File: src/rtl/multi_ctrl_if.sv
// Instruction-field inputs and datapath control outputs of the multi-cycle controller.
interface multi_ctrl_if;
    logic [5:0] Op;
    logic [5:0] Funct;
    logic       Zero;
    logic       PCWrite;
    logic       IRWrite;
    logic       MemWrite;
    logic       IorD;
    logic       RegWrite;
    logic [1:0] RegDst;
    logic [1:0] WDSel;
    logic       ALUSrcA;
    logic [1:0] ALUSrcB;
    logic       EXTOp;
    logic [1:0] PCSource;
    logic [3:0] ALUOp;
    logic [2:0] State;
    logic       Illegal;

    modport master (
        output Op, Funct, Zero,
        input  PCWrite, IRWrite, MemWrite, IorD, RegWrite, RegDst, WDSel,
               ALUSrcA, ALUSrcB, EXTOp, PCSource, ALUOp, State, Illegal
    );

    modport slave (
        input  Op, Funct, Zero,
        output PCWrite, IRWrite, MemWrite, IorD, RegWrite, RegDst, WDSel,
               ALUSrcA, ALUSrcB, EXTOp, PCSource, ALUOp, State, Illegal
    );
endinterface

File: src/rtl/multi_ctrl.sv
// Five-state multi-cycle MIPS controller (IF/ID/EXE/MEM/WB); outputs decode state, opcode, funct and Zero.
module multi_ctrl (
    input  logic       clk,
    input  logic       rst,
    multi_ctrl_if.slave bus
);
    localparam logic [3:0] ALU_NOP     = 4'd0;
    localparam logic [3:0] ALU_ADD     = 4'd1;
    localparam logic [3:0] ALU_SUB     = 4'd2;
    localparam logic [3:0] ALU_AND     = 4'd3;
    localparam logic [3:0] ALU_OR      = 4'd4;
    localparam logic [3:0] ALU_SLT     = 4'd5;
    localparam logic [3:0] ALU_SLTU    = 4'd6;
    localparam logic [3:0] ALU_NOR     = 4'd7;
    localparam logic [3:0] ALU_SHIFTL  = 4'd8;
    localparam logic [3:0] ALU_SHIFTR  = 4'd9;
    localparam logic [3:0] ALU_SHIFTLV = 4'd10;
    localparam logic [3:0] ALU_SHIFTRV = 4'd11;
    localparam logic [3:0] ALU_SHIFT16 = 4'd12;

    typedef enum logic [2:0] {
        S_IF  = 3'd0,
        S_ID  = 3'd1,
        S_EXE = 3'd2,
        S_MEM = 3'd3,
        S_WB  = 3'd4
    } state_t;

    state_t     state_q, state_d;
    logic       is_r, r_ok, is_jr, is_lw, is_sw, is_beq, is_bne, is_j, is_jal;
    logic       is_ialu, i_ext, legal;
    logic [3:0] r_alu, i_alu;

    always_ff @(posedge clk) begin
        if (rst) state_q <= S_IF;
        else     state_q <= state_d;
    end

    always_comb begin
        r_alu   = ALU_NOP;
        r_ok    = 1'b1;
        case (bus.Funct)
            6'h20:   r_alu = ALU_ADD;
            6'h22:   r_alu = ALU_SUB;
            6'h24:   r_alu = ALU_AND;
            6'h25:   r_alu = ALU_OR;
            6'h27:   r_alu = ALU_NOR;
            6'h2A:   r_alu = ALU_SLT;
            6'h2B:   r_alu = ALU_SLTU;
            6'h00:   r_alu = ALU_SHIFTL;
            6'h02:   r_alu = ALU_SHIFTR;
            6'h04:   r_alu = ALU_SHIFTLV;
            6'h06:   r_alu = ALU_SHIFTRV;
            6'h08:   r_alu = ALU_NOP;
            default: r_ok  = 1'b0;
        endcase
        i_alu   = ALU_NOP;
        i_ext   = 1'b0;
        is_ialu = 1'b1;
        case (bus.Op)
            6'h08:   begin i_alu = ALU_ADD; i_ext = 1'b1; end
            6'h0A:   begin i_alu = ALU_SLT; i_ext = 1'b1; end
            6'h0C:   i_alu = ALU_AND;
            6'h0D:   i_alu = ALU_OR;
            6'h0F:   i_alu = ALU_SHIFT16;
            default: is_ialu = 1'b0;
        endcase
        is_r   = (bus.Op == 6'h00);
        is_jr  = is_r && (bus.Funct == 6'h08);
        is_lw  = (bus.Op == 6'h23);
        is_sw  = (bus.Op == 6'h2B);
        is_beq = (bus.Op == 6'h04);
        is_bne = (bus.Op == 6'h05);
        is_j   = (bus.Op == 6'h02);
        is_jal = (bus.Op == 6'h03);
        legal  = (is_r && r_ok) || is_lw || is_sw || is_beq || is_bne || is_ialu;
    end

    always_comb begin
        state_d      = S_IF;
        bus.PCWrite  = 1'b0;
        bus.IRWrite  = 1'b0;
        bus.MemWrite = 1'b0;
        bus.IorD     = 1'b0;
        bus.RegWrite = 1'b0;
        bus.RegDst   = 2'd0;
        bus.WDSel    = 2'd0;
        bus.ALUSrcA  = 1'b0;
        bus.ALUSrcB  = 2'd0;
        bus.EXTOp    = 1'b0;
        bus.PCSource = 2'd0;
        bus.ALUOp    = ALU_NOP;
        bus.Illegal  = 1'b0;
        case (state_q)
            S_IF: begin
                bus.IRWrite = 1'b1;
                bus.ALUSrcB = 2'd1;
                bus.ALUOp   = ALU_ADD;
                bus.PCWrite = 1'b1;
                state_d     = S_ID;
            end
            S_ID: begin
                bus.ALUSrcB = 2'd3;
                bus.ALUOp   = ALU_ADD;
                if (is_j || is_jal) begin
                    bus.PCWrite  = 1'b1;
                    bus.PCSource = 2'd2;
                    if (is_jal) begin
                        bus.RegWrite = 1'b1;
                        bus.RegDst   = 2'd2;
                        bus.WDSel    = 2'd2;
                    end
                end else if (legal) begin
                    state_d = S_EXE;
                end else begin
                    bus.Illegal = 1'b1;
                end
            end
            S_EXE: begin
                if (is_jr) begin
                    bus.PCWrite  = 1'b1;
                    bus.PCSource = 2'd3;
                end else if (is_r) begin
                    bus.ALUSrcA = 1'b1;
                    bus.ALUOp   = r_alu;
                    state_d     = S_WB;
                end else if (is_lw || is_sw) begin
                    bus.ALUSrcA = 1'b1;
                    bus.ALUSrcB = 2'd2;
                    bus.EXTOp   = 1'b1;
                    bus.ALUOp   = ALU_ADD;
                    state_d     = S_MEM;
                end else if (is_beq || is_bne) begin
                    bus.ALUSrcA  = 1'b1;
                    bus.ALUOp    = ALU_SUB;
                    bus.PCSource = 2'd1;
                    bus.PCWrite  = is_beq ? bus.Zero : ~bus.Zero;
                end else if (is_ialu) begin
                    bus.ALUSrcA = 1'b1;
                    bus.ALUSrcB = 2'd2;
                    bus.EXTOp   = i_ext;
                    bus.ALUOp   = i_alu;
                    state_d     = S_WB;
                end
            end
            S_MEM: begin
                bus.IorD     = 1'b1;
                bus.MemWrite = is_sw;
                if (is_lw) state_d = S_WB;
            end
            S_WB: begin
                bus.RegWrite = is_r || is_ialu || is_lw;
                bus.RegDst   = is_r ? 2'd1 : 2'd0;
                bus.WDSel    = is_lw ? 2'd1 : 2'd0;
            end
            default: state_d = S_IF;
        endcase
        // reset masks every write strobe, whatever the current state decodes to
        if (rst) begin
            bus.PCWrite  = 1'b0;
            bus.IRWrite  = 1'b0;
            bus.MemWrite = 1'b0;
            bus.RegWrite = 1'b0;
            bus.Illegal  = 1'b0;
        end
    end

    assign bus.State = state_q;
endmodule

File: src/flat_wrapper.sv
// flat-port wrapper written by rule: the top's interface ports become plain ports
module multi_ctrl_flat 
  (clk, rst, bus_Op, bus_Funct, bus_Zero, bus_PCWrite, bus_IRWrite, bus_MemWrite, bus_IorD, bus_RegWrite, bus_RegDst, bus_WDSel, bus_ALUSrcA, bus_ALUSrcB, bus_EXTOp, bus_PCSource, bus_ALUOp, bus_State, bus_Illegal);
  multi_ctrl_if bus_i ();
  input  logic clk;
  input  logic rst;
  input wire logic [$bits(bus_i.Op)-1:0] bus_Op;
  input wire logic [$bits(bus_i.Funct)-1:0] bus_Funct;
  input wire logic [$bits(bus_i.Zero)-1:0] bus_Zero;
  output wire logic [$bits(bus_i.PCWrite)-1:0] bus_PCWrite;
  output wire logic [$bits(bus_i.IRWrite)-1:0] bus_IRWrite;
  output wire logic [$bits(bus_i.MemWrite)-1:0] bus_MemWrite;
  output wire logic [$bits(bus_i.IorD)-1:0] bus_IorD;
  output wire logic [$bits(bus_i.RegWrite)-1:0] bus_RegWrite;
  output wire logic [$bits(bus_i.RegDst)-1:0] bus_RegDst;
  output wire logic [$bits(bus_i.WDSel)-1:0] bus_WDSel;
  output wire logic [$bits(bus_i.ALUSrcA)-1:0] bus_ALUSrcA;
  output wire logic [$bits(bus_i.ALUSrcB)-1:0] bus_ALUSrcB;
  output wire logic [$bits(bus_i.EXTOp)-1:0] bus_EXTOp;
  output wire logic [$bits(bus_i.PCSource)-1:0] bus_PCSource;
  output wire logic [$bits(bus_i.ALUOp)-1:0] bus_ALUOp;
  output wire logic [$bits(bus_i.State)-1:0] bus_State;
  output wire logic [$bits(bus_i.Illegal)-1:0] bus_Illegal;
  assign bus_i.Op = bus_Op;
  assign bus_i.Funct = bus_Funct;
  assign bus_i.Zero = bus_Zero;
  assign bus_PCWrite = bus_i.PCWrite;
  assign bus_IRWrite = bus_i.IRWrite;
  assign bus_MemWrite = bus_i.MemWrite;
  assign bus_IorD = bus_i.IorD;
  assign bus_RegWrite = bus_i.RegWrite;
  assign bus_RegDst = bus_i.RegDst;
  assign bus_WDSel = bus_i.WDSel;
  assign bus_ALUSrcA = bus_i.ALUSrcA;
  assign bus_ALUSrcB = bus_i.ALUSrcB;
  assign bus_EXTOp = bus_i.EXTOp;
  assign bus_PCSource = bus_i.PCSource;
  assign bus_ALUOp = bus_i.ALUOp;
  assign bus_State = bus_i.State;
  assign bus_Illegal = bus_i.Illegal;
  multi_ctrl u_core (.clk(clk), .rst(rst), .bus(bus_i));
endmodule
File: config.mk
export PLATFORM = sky130hd
export DESIGN_NAME = multi_ctrl_flat
export DESIGN_NICKNAME = d
export VERILOG_FILES = /design/src/rtl/multi_ctrl_if.sv /design/src/rtl/multi_ctrl.sv /design/src/flat_wrapper.sv
export SDC_FILE = /design/constraint.sdc
export NUM_CORES = 1
export LEC_CHECK = 0
export CAP_MARGIN = 20
export CORE_MARGIN = 4
export CORE_UTILIZATION = 41
export CTS_CLUSTER_DIAMETER = 120
export CTS_CLUSTER_SIZE = 25
export DETAILED_ROUTE_END_ITERATION = 16
export PLACE_DENSITY = 0.81
export SYNTH_ARGS = -nofsm -noshare
export SYNTH_HDL_FRONTEND = slang
export SYNTH_SLANG_ARGS = --single-unit
File: constraint.sdc
create_clock -name clk -period 3.3 [get_ports clk]
set_clock_uncertainty 0.1 [all_clocks]
set_input_delay 0.66 -clock clk [delete_from_list [all_inputs] [get_ports clk]]
set_output_delay 0.66 -clock clk [all_outputs]
set_load 0.02 [all_outputs]
**After elaboration in Yosys (flattened, before gate mapping)**

Cells that the tools add are included.

- $add $sub $neg: 0
- $mul: 0
- Divide/modulo/power cells: 0
- Magnitude comparators: 0
- Equal/unequal tests: 26
- Shift-type cells: 0
- Muxes and demuxes: 71
- Bitwise logic cells: 1
- Reductions and logical operators: 19

Operators with widths:

| kind | count |
|---|---|
| equality test 6 bit, second input constant | 9 |
| one-hot mux 4 bit (11 select lines) | 1 |
| 2-to-1 mux 1 bit | 37 |
| equality test 6 x 4 -> 1 bit, second input constant | 6 |
| equality test 6 x 3 -> 1 bit, second input constant | 4 |
| 2-to-1 mux 2 bit | 12 |
| 2-to-1 mux 3 bit | 7 |
| 2-to-1 mux 4 bit | 5 |
| one-hot mux 4 bit (5 select lines) | 1 |
| equality test 6 x 2 -> 1 bit, second input constant | 3 |
| logical NOT 6 bit | 2 |
| one-hot mux 2 bit (2 select lines) | 3 |
| one-hot mux 3 bit (4 select lines) | 1 |
| OR reduction 12 bit | 1 |
| logical OR 1 bit | 10 |
| one-hot mux 4 bit (2 select lines) | 1 |
| equality test 3 x 2 -> 1 bit, second input constant | 2 |
| one-hot mux 2 bit (3 select lines) | 1 |
| OR reduction 5 bit | 1 |
| OR reduction 2 bit | 2 |
| equality test 3 x 1 -> 1 bit, second input constant | 1 |
| equality test 3 bit, second input constant | 1 |
| logical NOT 3 bit | 1 |
| one-hot mux 1 bit (3 select lines) | 1 |
| 3 further kinds | 4 |

- Register bits after elaboration: 3
- Latch bits: 0
- Memory bits (writable): 0
- ROM bits: 0
- Logic and storage cells: 118
- Memories: 0

**Depth between registers and ports, before layout**

- Depth in word-level cells: 13
- Gate-level depth with buffers: 7
- Mapped depth without buffers: 5

**Worst setup path before layout**

OpenSTA, ideal clock, no wires.

- Path type: input to output
- Start: in bus_Op[5]
- End: out bus_EXTOp
- Arrival time: 2.308 ns
- Path slack: 0.232 ns
- Cell stages on the path: 3
- Cell sequence: buf_6 or3b_1 a2111oi_0

- Cells in the longest elaborated chain, start to end: 9

Ends and longest elaborated chain:

| what | line | RTL |
|---|---|---|
| start, declared | flat_wrapper.sv:7 | `input wire logic [$bits(bus_i.Op)-1:0] bus_Op;` |
| equality test 6 x 4 -> 1 bit | multi_ctrl.sv:60 | `case (bus.Op)` |
| OR reduction 5 bit (no source line) / OR reduction 2 bit (equally long branches) | - |  |
| 2-to-1 mux 1 bit | multi_ctrl.sv:60 |  |
| 2-to-1 mux 1 bit | multi_ctrl.sv:138 | `end else if (is_ialu) begin` |
| 2-to-1 mux 1 bit | multi_ctrl.sv:133 | `end else if (is_beq \|\| is_bne) begin` |
| 2-to-1 mux 1 bit | multi_ctrl.sv:127 | `end else if (is_lw \|\| is_sw) begin` |
| 2-to-1 mux 1 bit | multi_ctrl.sv:123 | `end else if (is_r) begin` |
| 2-to-1 mux 1 bit (*) | multi_ctrl.sv:120 | `if (is_jr) begin` |
| 2-to-1 mux 1 bit (*) | multi_ctrl.sv:94 | `case (state_q)` |
| end, declared | flat_wrapper.sv:19 | `output wire logic [$bits(bus_i.EXTOp)-1:0] bus_EXTOp;` |

Mark *: on every way between the ends. The rest lies on a longest branch, timed or not.

**Final worst setup path**

- Start: in bus_Op[2]
- End: out bus_RegWrite

- Cells in the longest elaborated chain, start to end: 7

Ends and longest elaborated chain:

| what | line | RTL |
|---|---|---|
| equality test 6 x 4 -> 1 bit | multi_ctrl.sv:60 |  |
| OR reduction 5 bit (no source line) | - |  |
| 2-to-1 mux 1 bit | multi_ctrl.sv:60 |  |
| logical OR 1 bit (2 in series) | multi_ctrl.sv:152 | `bus.RegWrite = is_r \|\| is_ialu \|\| is_lw;` |
| one-hot mux 1 bit (2 select lines) (*) | multi_ctrl.sv:94 |  |
| 2-to-1 mux 1 bit (*) | multi_ctrl.sv:159 | `if (rst) begin` |
| end, declared | flat_wrapper.sv:14 | `output wire logic [$bits(bus_i.RegWrite)-1:0] bus_RegWrite;` |

Marked as above.

==> flow_metrics.tcl <==
set metrics [dict create \
    yosysTopAreaCellShare 0.07571 \
    holdWs_ps 639.7 \
    r2r-start "u_core.bus.State[1]" \
    route.detailed.drc 0 \
    pin_count 38 \
    period_needed_ps 3256 \
    clkSlewWorstSetupHoldPaths_ps 40 \
    final_antenna_net_count 0 \
    post_drt_wl_per_cell_microns 16.53 \
    start_kind "primary input" \
    powerDensity_nw_per_um2 166.7 \
    hold_path_class "register to register" \
    diodes 0 \
    r2r_setup_slack_ps 1520 \
    synthesis.nets 148 \
    worstMarginPinSlew_ps 486.9 \
    first_iter_violations 63 \
    core_area_sq_um 1783 \
    fp.dieArea_sq_um 2702 \
    io_buffers 37 \
    slowest_stage "a2111oi_0" \
    synthFlopType "dfxtp_1" \
    hold_viol 0 \
    die_w_microns 51.99 \
    synth_warnings 0 \
    cts_made_buffers 3 \
    min_to "u_core.bus.State[2]" \
    rows 15 \
    synth-seq-cells 3 \
    syn_area_sq_um 793.3 \
    fin_crit_sh 0.9867 \
    largest_reg_flops 3 \
    cts_root_buf "clkbuf_4" \
    vias 1294 \
    dp_hpwl_microns 2605 \
    fin_nets 209 \
    gr-total-overflow 0 \
    cts_tree "done" \
    yosys-top-cells-area "dfxtp_1 7.6%, nor2_1 7.1%, a21oi_1 6.9%, clkbuf_1 6.2%, nand2_1 5.7%" \
    placed_cells 214 \
    synth.avg_cell_area_sq_um 5.964 \
    hold_depth 1 \
    worstRegToRegCells 3 \
    endpoint_kind "output pin" \
    p_leak_uw 0.0006491 \
    path_class "primary input to output pin" \
    setup_violations 0 \
    r2r_end "u_core.bus.State[1]" \
    wirelength_microns 3604 \
    design_area_sq_um 1450 \
    yosysSeqAreaShare 0.07571 \
    h-tree-depth 1 \
    routed_via_density 5.936 \
    ys_types 40 \
    crit_arrival_ps 2500 \
    min_from "u_core.bus.State[2]" \
    yosysMostFrequentCell "nor2_1" \
    ir_worst_vdd_mv 0.1940 \
    slew_headroom 0.6750 \
    syn_inst 133 \
    max_freq_mhz 307.1 \
    clk_latency_ps 240 \
    antenna_found_initial 0 \
    grt_first_pass_wirelength_microns 5416 \
    max_stage_delay_ps 450 \
    crit_chain "clkdlybuf4s50_1, buf_4, inv_1, o21ai_0, a2111oi_0, buf_4, o21bai_1, a21oi_1, buf_2" \
    area_growth_pct 82.81 \
    grt_pass1_vias 1190 \
    cp_common_cell "buf_4" \
    grt_max_degree 14 \
    initial_core_util 0.4449 \
    synth.largest_area_cell "dfxtp_1" \
    dpl-instance-area_sq_um 1388 \
    place.gp.congestion 0.9358 \
    clkSinkCount 3 \
    maxCapViolCount 0 \
    critPathMaxFanout 11 \
    stdcell_count 218 \
    drtPass1Iterations 5 \
    clk_path_buf_depth 2 \
    drive_above_1_share 0.3161 \
    utilization 0.8133 \
    run_status "finished, final reports clean" \
    maxSlewViolCount 0 \
    track_usage 0.2619 \
    synth_edf_count 0 \
    die_height_microns 51.99 \
    synthArstFlopShare 0 \
    synth_common_cells "15 x nor2_1, 13 x clkbuf_1, 12 x nand2_1, 11 x a21oi_1, 8 x o21ai_0" \
    critPathRequiredTime_ps 2540 \
]
==> critical path: cells and delay by family <==
family	cells	cell delay, ps
AO/OA/AOI/OAI	4	770
buffers and inverters	5	1070
==> per-stage QoR <==
step | TNS, ps | power [uW] | setup WS (ps)
after floorplan | 0 | 101.4 | 231.6
after global placement | -5495 | 160.5 | -487.0
after detailed placement | -5778 | 165.3 | -497.9
after CTS | -116.8 | 237.0 | -65.28
after global routing | -18.56 | 260.9 | -15.74
final | 0 | 241.8 | 43.96
==> routing by layer <==
layer	GRT usage	routed length (microns)	share of wire	vias up
met5	0	0	0	-
met4	0.07860	20	0.0055	0
met2	0.4749	1865	0.52	69
met1	0.3144	1428	0.40	603
met3	0.03438	290	0.080	4
li1	-	-	-	618
==> power by group <==
part	total [uW]	internal (uW)	leakage (uW)	switching, uW
Clock	67.4	45.5	0.0000150	21.9
Sequential	41.9	37.7	0.0000245	4.20
Combinational	133	66.3	0.000610	66.2
Total	242	149	0.000649	92.3
==> final cells by class <==
class	count	area (sq um)
multi-input combinational	108	696.9
sequential	3	60.06
clock buffer	4	26.28
fill	118	332.8
tap	25	31.28
timing repair buffer	74	620.6
inverter	4	15.01
==> worst max-delay path by stage <==
stage | slack [ps] | start | depth (start not counted) | to
2_1_floorplan | 230 | bus_Op[5] | 3 | bus_EXTOp
3_3_place_gp | -490 | bus_Op[5] | 8 | bus_PCSource[0]
3_5_place_dp | -500 | bus_Op[5] | 6 | bus_PCWrite
4_1_cts | -70 | bus_Op[3] | 7 | bus_ALUSrcB[1]
5_1_grt | -20 | bus_Op[2] | 9 | bus_RegWrite
6_report | 40 | bus_Op[2] | 9 | bus_RegWrite
==> kinds of logic after synthesis <==
family          Yosys count  synth area share
simple gates             65            0.4353
flops                     3           0.07571
xor+xnor                  1           0.01104
compound gates           41            0.3391
buf+inv                  22            0.1262
mux                       1           0.01262
==> cell usage in the layout, fill, tap and decap left out, types with 2 or more instances in the layout <==
cell type | netlist | final
buf_4 | 2 | 38
clkdlybuf4s50_1 | 0 | 17
nor2_1 | 15 | 14
nand2_1 | 12 | 11
a21oi_1 | 11 | 10
o21ai_0 | 8 | 8
nand3_1 | 7 | 7
buf_2 | 2 | 6
nor3_1 | 4 | 4
nand4_1 | 4 | 4
inv_1 | 4 | 4
nor4_1 | 5 | 4
dlymetal6s2s_1 | 0 | 4
dlygate4sd2_1 | 0 | 4
clkdlybuf4s15_2 | 0 | 4
nor2b_1 | 3 | 3
nand2b_1 | 3 | 3
a2111oi_0 | 4 | 3
clkbuf_4 | 0 | 3
dfxtp_1 | 3 | 3
nor3b_1 | 2 | 2
or3_1 | 2 | 2
o22ai_1 | 2 | 2
o21bai_1 | 2 | 2
a21o_1 | 2 | 2
a31oi_1 | 3 | 2
a41o_1 | 2 | 2
==> repair_timing <==
action,in CTS,in global routing
pin swaps,1,2
buffers inserted,0,0
hold buffers,0,0
resized for setup,52,13
setup endpoints to repair,17,15
No activity file was read; power rests on OpenSTA's default activity.
